===== config.mk =====
export PLATFORM = sky130hd
export DESIGN_NAME = seg7_ctrl
export DESIGN_NICKNAME = d
export VERILOG_FILES = /design/src/rtl/seg7_ctrl.sv
export SDC_FILE = /design/constraint.sdc
export NUM_CORES = 1
export LEC_CHECK = 0
export ABC_AREA = 1
export CELL_PAD_IN_SITES_DETAIL_PLACEMENT = 1
export CELL_PAD_IN_SITES_GLOBAL_PLACEMENT = 2
export CORE_MARGIN = 5
export CORE_UTILIZATION = 30
export CTS_BUF_LIST = sky130_fd_sc_hd__clkbuf_8
export CTS_CLUSTER_SIZE = 8
export DETAILED_ROUTE_END_ITERATION = 8
export MAX_ROUTING_LAYER = met4
export PLACE_DENSITY = 0.86
export SYNTH_ARGS = -nofsm -noshare
export SYNTH_HDL_FRONTEND = slang
export SYNTH_SLANG_ARGS = --single-unit
export TNS_END_PERCENT = 10

===== constraint.sdc =====
create_clock -name clk -period 6.7 [get_ports clk]
set_clock_uncertainty 0.1 [all_clocks]
set_input_delay 1.005 -clock clk [delete_from_list [all_inputs] [get_ports clk]]
set_output_delay 1.005 -clock clk [all_outputs]
set_load 0.02 [all_outputs]

===== src/rtl/seg7_ctrl.sv =====
// seg7_ctrl
//   Memory-mapped seven-segment display responder on the DLX data bus.
//   One 6-bit register per digit {blank, dp, hex}; registers are
//   time-multiplexed onto a shared active-low segment bus with per-digit
//   active-low anode enables. Every selected access is acknowledged one
//   cycle after it is sampled.
//
//   Bus handshake: cs is sampled on every rising edge; cs=1 at edge k gives
//   ack=1 for exactly the cycle after edge k, with rdata valid in that same
//   cycle. There is no back-pressure, so an access may be issued every cycle.
//
//   Optional feature macro: SEG7_READBACK_EN (defined = register readback,
//   undefined = rdata tied to 0).
//
// Ports
//   clk      system clock
//   reset_n  asynchronous active-low reset
//   cs       chip-select from the address decoder
//   we       1 = write, 0 = read (only meaningful with cs=1)
//   address  word address; digit i lives at BASE_ADDR + i
//   wdata    [3:0] hex value, [4] decimal point, [5] blank
//   rdata    registered read data
//   ack      one-cycle access acknowledge
//   seg      segments a..g ([0]=a), active-low
//   dp       decimal point, active-low
//   an       digit anode enables, active-low
module seg7_ctrl #(
  parameter int N_DIGITS    = 6,
  parameter int BASE_ADDR   = 3,
  parameter int REFRESH_DIV = 50000
) (
  input  logic                clk,
  input  logic                reset_n,
  input  logic                cs,
  input  logic                we,
  input  logic [31:0]         address,
  input  logic [31:0]         wdata,
  output logic [31:0]         rdata,
  output logic                ack,
  output logic [6:0]          seg,
  output logic                dp,
  output logic [N_DIGITS-1:0] an
);

  localparam int CW = (REFRESH_DIV > 1) ? $clog2(REFRESH_DIV) : 1;
  localparam int SW = (N_DIGITS > 1) ? $clog2(N_DIGITS) : 1;
  localparam logic [5:0] BLANK = 6'b100000;

  // Active-low hex font, seg[0] = segment a.
  function automatic logic [6:0] hex_font(input logic [3:0] h);
    case (h)
      4'h0: hex_font = 7'h40;
      4'h1: hex_font = 7'h79;
      4'h2: hex_font = 7'h24;
      4'h3: hex_font = 7'h30;
      4'h4: hex_font = 7'h19;
      4'h5: hex_font = 7'h12;
      4'h6: hex_font = 7'h02;
      4'h7: hex_font = 7'h78;
      4'h8: hex_font = 7'h00;
      4'h9: hex_font = 7'h10;
      4'hA: hex_font = 7'h08;
      4'hB: hex_font = 7'h03;
      4'hC: hex_font = 7'h46;
      4'hD: hex_font = 7'h21;
      4'hE: hex_font = 7'h06;
      default: hex_font = 7'h0E;
    endcase
  endfunction

  logic [5:0]          digit_q [N_DIGITS];
  logic [5:0]          digit_d [N_DIGITS];
  logic                ack_q, ack_d;
  logic [CW-1:0]       cnt_q, cnt_d;
  logic [SW-1:0]       scan_q, scan_d;
  logic [N_DIGITS-1:0] an_q, an_d;
  logic [6:0]          seg_q, seg_d;
  logic                dp_q, dp_d;

  // Index is computed at full width so addresses below BASE_ADDR wrap to a
  // huge value and fall out of range.
  logic [31:0]   idx;
  logic          in_range;
  logic [SW-1:0] digit_idx;
  logic [5:0]    cur;
  logic          wrap;

  // Upper write-data bits carry no meaning for this block.
  logic unused_wdata;
  assign unused_wdata = ^wdata[31:6];

  assign idx       = address - 32'(BASE_ADDR);
  assign in_range  = (address >= 32'(BASE_ADDR)) && (idx < 32'(N_DIGITS));
  assign digit_idx = idx[SW-1:0];
  assign cur       = digit_q[scan_q];
  assign wrap      = (cnt_q == CW'(REFRESH_DIV - 1));

  always_comb begin
    for (int i = 0; i < N_DIGITS; i++) digit_d[i] = digit_q[i];
    if (cs && we && in_range) digit_d[digit_idx] = wdata[5:0];

    ack_d = cs;

    cnt_d  = wrap ? '0 : cnt_q + CW'(1);
    scan_d = scan_q;
    if (wrap) scan_d = (scan_q == SW'(N_DIGITS - 1)) ? '0 : scan_q + SW'(1);

    // Slot cycle 0 keeps every anode off as a ghosting guard.
    an_d = '1;
    if (cnt_q != '0) an_d[scan_q] = 1'b0;

    seg_d = cur[5] ? 7'h7F : hex_font(cur[3:0]);
    dp_d  = cur[5] | ~cur[4];
  end

  always_ff @(posedge clk or negedge reset_n) begin
    if (!reset_n) begin
      for (int i = 0; i < N_DIGITS; i++) digit_q[i] <= BLANK;
      ack_q  <= 1'b0;
      cnt_q  <= '0;
      scan_q <= '0;
      an_q   <= '1;
      seg_q  <= 7'h7F;
      dp_q   <= 1'b1;
    end else begin
      for (int i = 0; i < N_DIGITS; i++) digit_q[i] <= digit_d[i];
      ack_q  <= ack_d;
      cnt_q  <= cnt_d;
      scan_q <= scan_d;
      an_q   <= an_d;
      seg_q  <= seg_d;
      dp_q   <= dp_d;
    end
  end

  assign ack = ack_q;
  assign an  = an_q;
  assign seg = seg_q;
  assign dp  = dp_q;

`ifdef SEG7_READBACK_EN
  logic [31:0] rdata_q, rdata_d;

  // rdata only changes on reads, so it holds across writes and idle cycles.
  always_comb begin
    rdata_d = rdata_q;
    if (cs && !we) rdata_d = in_range ? {26'b0, digit_q[digit_idx]} : 32'b0;
  end

  always_ff @(posedge clk or negedge reset_n) begin
    if (!reset_n) rdata_q <= '0;
    else          rdata_q <= rdata_d;
  end

  assign rdata = rdata_q;
`else
  assign rdata = '0;
`endif

endmodule


* Word level (Yosys, flattened, before mapping)
Memory sizes are Yosys's and may differ from the RTL's. Index checks and enable logic that the tools add are counted.
Word-level totals: bits in registers 70, memory bits (read-only) 112, input port bits 68, output and inout bits 47, word-level logic and storage cells 48, memories 1
Memory list:
- (no name shown) | depth 16, bits a word 7, read ports 1, clocked after Yosys merged registers in 0, write ports 0, line 51 | case (h)
Cells by class: $add $sub $neg 3, order comparisons 7, eq/ne operators 2, multiplexer cells 12, bitwise gates (word level) 5, reduce and logical (&&, ||, !) cells 6
Operators with widths (number):
- 36-bit bitwise mux | 1
- 32-bit by 2-bit >= comparator with 1-bit output (second input constant) | 1
- 32-bit by 3-bit less-than comparator with 1-bit output (second input constant) | 1
- 32-bit by 2-bit subtractor with 32-bit output (second input constant) | 1
- 6-bit two-way mux | 4
- 6-bit binary-select mux with 3-bit select | 1
- 6-bit demux with 3-bit select | 1
- 16-bit by 1-bit adder with 16-bit output (second input constant) | 1
- 16-bit == test (second input constant) | 1
- 16-bit two-way mux | 1
- 16-bit nonzero test | 1
- 4-bit >= comparator (second input constant) | 2
- 3-bit NOT with 4-bit output | 2
- 7-bit two-way mux | 1
- 6-bit NOT | 1
- 1-bit logical AND | 5
- 3-bit by 4-bit less-than comparator with 1-bit output (second input constant) | 1
- 4-bit by 1-bit less-than comparator with 1-bit output (second input constant) | 1
- 3-bit by 1-bit adder with 3-bit output (second input constant) | 1
- 1-bit demux with 3-bit select | 1
- 3-bit == test (second input constant) | 1
- 3-bit by 1-bit >= comparator with 1-bit output (second input constant) | 1
- 3-bit two-way mux | 1
- 1-bit two-way mux | 1
- 2 further kinds | 2

* Longest topological paths before layout
depth in word-level cells 7, mapped depth 16, mapped depth without buffers 16

* Worst setup path before layout
No wires, ideal clock.
kind in2reg, from in address[0], to reg digit_q[0] in the netlist's numbering, setup time 0.118 ns, arrival 2.536 ns, required time 6.482 ns, slack 3.946 ns, cell stages on the path 15, buffers on the path 0, cell sequence ha_1 inv_1 nand2_4 nor2_4 nand2_1 nor2_1 nand2_1 nand2_1 nand2_1 nor2_2 nand3_1 nor2_2 nand3_1 nand2_1 nand2_1
On the way: word-level cells in the longest chain between the ends 7, elaborated cells between the ends (all ways) 12, those cells by class 1 x add/sub; 4 x order compare; 3 x mux; 1 x bitwise; 3 x reduce/logical
Ends and longest elaborated chain:
- start: declaration | line 36 | input logic [31:0] address,
- branches (longest 7 deep; another with 32-bit by 2-bit subtractor with 32-bit output)
- end: declaration | line 71 | logic [5:0] digit_q [N_DIGITS];
Parallel ways; which one is timed is not known. A chain may end at the register's enable or synchronous reset.

* Final worst setup path
from in address[0], to reg digit_q[14] in the netlist's numbering
Same word-level chain as after synthesis.

==> flow_summary.yaml <==
pwr:
  ir_drop_uv: 86.8
  power_leakage_nw: 2.59
  power_uw: 860
  p_per_area_nw_per_um2: 161
grt:
  met1_usage_pct: 18.6
  grt_pass1_vias: 4694
  grt_util_met3_pct: 3.19
  grt_usage_pct: 15.6
  grt_pass1_wl_mm: 22.4
  grt_busiest_layer: "met2"
  grt_start_max_net_pins: 71
  use_met2_pct: 26.6
  antenna_found_initial: 0
  overflow: 0
clock_tree:
  clock_path_buffers: 2
  post_cts_resized: 0
  root_buffer: "clkbuf_8"
  cts_setup_buffers: 0
  clk_pin_slew_ps: 80
  cts_hold_buf: 0
  cts_inserted_buffers: 9
  insertion_delay_ps: 360
  htreeDepth: 3
  clkSinkCount: 70
  cts_tree: "done"
floorplan:
  io_pins: 115
  rows: 45
  initial_core_util_pct: 30.2
  dieArea_um2: 17700
  die_h_um: 133
  core_region_area_um2: 15000
  die_w_um: 133
worst_setup_path:
  cp.required_ps: 6890
  critPathMaxStageDelay_ps: 630
  crit_slowest_cell: "nor2_4"
  path_cells: "clkdlybuf4s50_1, ha_1, inv_1, nand2_4, nor2_2, nand2_1, nand2_1, nand2_1, nor2_1, nand3_1, nor2_1, nand3_2, nor2_4, nand3_1, nand2_1"
  worstPathArrival_ps: 3900
  endpoint_kind: "register"
  r2r_slack_ps: 3630
  critPathMostFrequentCell: "nand2_1"
  reg2reg_depth: 11
  worstSetupStartpointType: "input pin"
  reg2reg_from: "scan_q[0]$_DFFE_PN0N_"
  crit_buf_inv: 2
  crit_type: "in2reg"
  path_delay_family: "simple AND/OR/NAND/NOR gates"
  critical_path.max_fanout: 36
  rr_endpoint: "seg[3]$_DFF_PN1_"
synthesis:
  ys.flop_type: "dfrtp_1"
  synth_cell_type_count: 36
  syn-instance-count: 648
  avgSynthCellArea_um2: 7.00
  synth-seq-area-share_pct: 39.2
  yosys_warnings: 0
  syn_area_um2: 4530
  async_flop_share_pct: 100
  synthTopCellsByArea: "dfrtp_1 (28%), nand2_1 (15%), dfstp_2 (12%)"
  yosysTopAreaCell: "dfrtp_1"
  yosys.area.top_type_share_pct: 27.6
  synth_edf_count: 0
  ys_ff_latch: 70
sta:
  slew_headroom_pct: 39.9
  hold_ws_ps: 367
  setup_slack_ps: 3000
  fin_tns_setup_ps: 0
  setup_violations: 0
  rsz0062_at_grt: "no"
  fmax_mhz: 270
  worst_pin_slew_ps: 902
  period_needed_ps: 3700
  fin_crit_sh_pct: 55.3
  final-max-slew-violation-count: 0
  hold_viol_final: 0
hold_path:
  hp-class: "reg2reg"
  hold-path-cell-count: 2
  hold_start: "digit_q[11]$_DFFE_PN1P_"
  min_to: "digit_q[11]$_DFFE_PN1P_"
cells_and_area:
  postLayoutCoreUtil_pct: 35.6
  drive_gt1_share_pct: 6.87
  stdcell_area_um2: 5350
  finalNetCount: 785
  multi_input_area_um2: 2360
  diodes: 0
  area_growth_syn_to_layout_pct: 18.0
  fillers: 1905
  final_cells: 901
  seqCellArea_um2: 1780
status:
  outcome: "complete, no violations"
drt:
  via_per_inst: 4.81
  dr.pass1.iters: 4
  final_antenna_net_count: 0
  wl_per_cell_um: 14.2
  drc_errors: 0
  drt-initial-drc-count: 163
  num_vias: 4330
  routed_wl_mm: 12.8
placement:
  dp_cells: 885
  hpwl_mm: 10.2
  place_area_um2: 5160
  pre_cts_ws_ps: 2550
  gp_congestion: 0.855
  port_buffers: 56
flow_run:
  drv_cap: 0
## worst reg2reg max path, cell delays in order, from the launching register on
cell      delay, ps
dfrtp_1         560
clkinv_1        370
nor2_1          470
a22oi_1         130
nand2_1         150
nand2_1          60
o21ai_0         230
inv_1           210
ha_1            360
nor2_1           50
o21ai_0         190
nand3_1         100
## where the power goes
part	total [mW]	internal [mW]	switching [mW]
sequential	0.423	0.423	0.000111
clock	0.338	0.170	0.169
combinational	0.0987	0.0327	0.0660
total	0.860	0.626	0.235
## metal layers
| layer | wire length [um] | vias to the layer above |
|---|---|---|
| li1 | - | 2151 |
| met2 | 6500 | 82 |
| met5 | 0 | - |
| met3 | 466 | 16 |
| met4 | 269 | 0 |
| met1 | 5570 | 2081 |
## layout make-up
class,instances,share of cell area [%]
clock inverter,7,1.26
inverter,60,4.21
sequential,70,33.2
tap,188,4.40
timing repair buffer,57,10.5
clock buffer,9,2.32
multi-input combinational,510,44.1
## worst max-delay path by stage
stage	endpoint	from	cells after the start
CTS	digit_q[14]$_DFFE_PN0P_	address[0]	15
detailed placement	digit_q[14]$_DFFE_PN0P_	address[0]	15
global route	digit_q[30]$_DFFE_PN0P_	address[0]	15
floorplan	digit_q[0]$_DFFE_PN0P_	address[0]	15
global placement	digit_q[0]$_DFFE_PN0P_	address[0]	15
finish	digit_q[14]$_DFFE_PN0P_	address[0]	15
## sequential cells by signal, indices dropped and copies added, names as in the netlist
name / count
seg: 7
dp: 1
scan_q: 3
cnt_q: 16
an: 6
ack: 1
digit_q: 36
## synthesized netlist by cell type, types with 9 or more instances
cell type	n
dfstp_2	20
inv_1	56
o21ai_0	24
nand4_1	11
nand3_1	79
nor2_1	108
ha_1	9
nand2_1	185
dfrtp_1	50
a21oi_1	11
buf_4	32
a22oi_1	12
## cells in the final DEF, fill, tap and decap left out, types with 2 or more instances in the layout
cell type        netlist  final
nand2_1              185    185
nor2_1               108    108
nand3_1               79     79
inv_1                 56     58
clkdlybuf4s50_1        0     55
dfrtp_1               50     50
conb_1                 1     32
o21ai_0               24     24
dfstp_2               20     20
a22oi_1               12     12
a21oi_1               11     11
nand4_1               11     11
ha_1                   9      9
clkbuf_8               0      9
nor3_1                 5      5
xor2_1                 5      5
nor4_1                 4      4
nor2_2                 4      4
clkinv_1               3      3
xnor2_1                3      3
nor2_4                 3      3
o21a_1                 2      2
o21bai_1               2      2
or2_2                  2      2
clkinv_4               0      2
## cells by family (layout without fill, tap and decap cells)
kind of cell	after synthesis	in the layout	synth area share (%)
AOI/OAI and AO/OA	56	56	7.37
xor gates and xnor gates	8	8	1.55
adders and majority gates	9	9	2.48
buffers and inverters	99	133	11.4
DFF	70	70	39.2
other	1	32	0.0827
and+or+nand+nor	405	405	37.9
No activity file was read; power rests on OpenSTA's default activity.
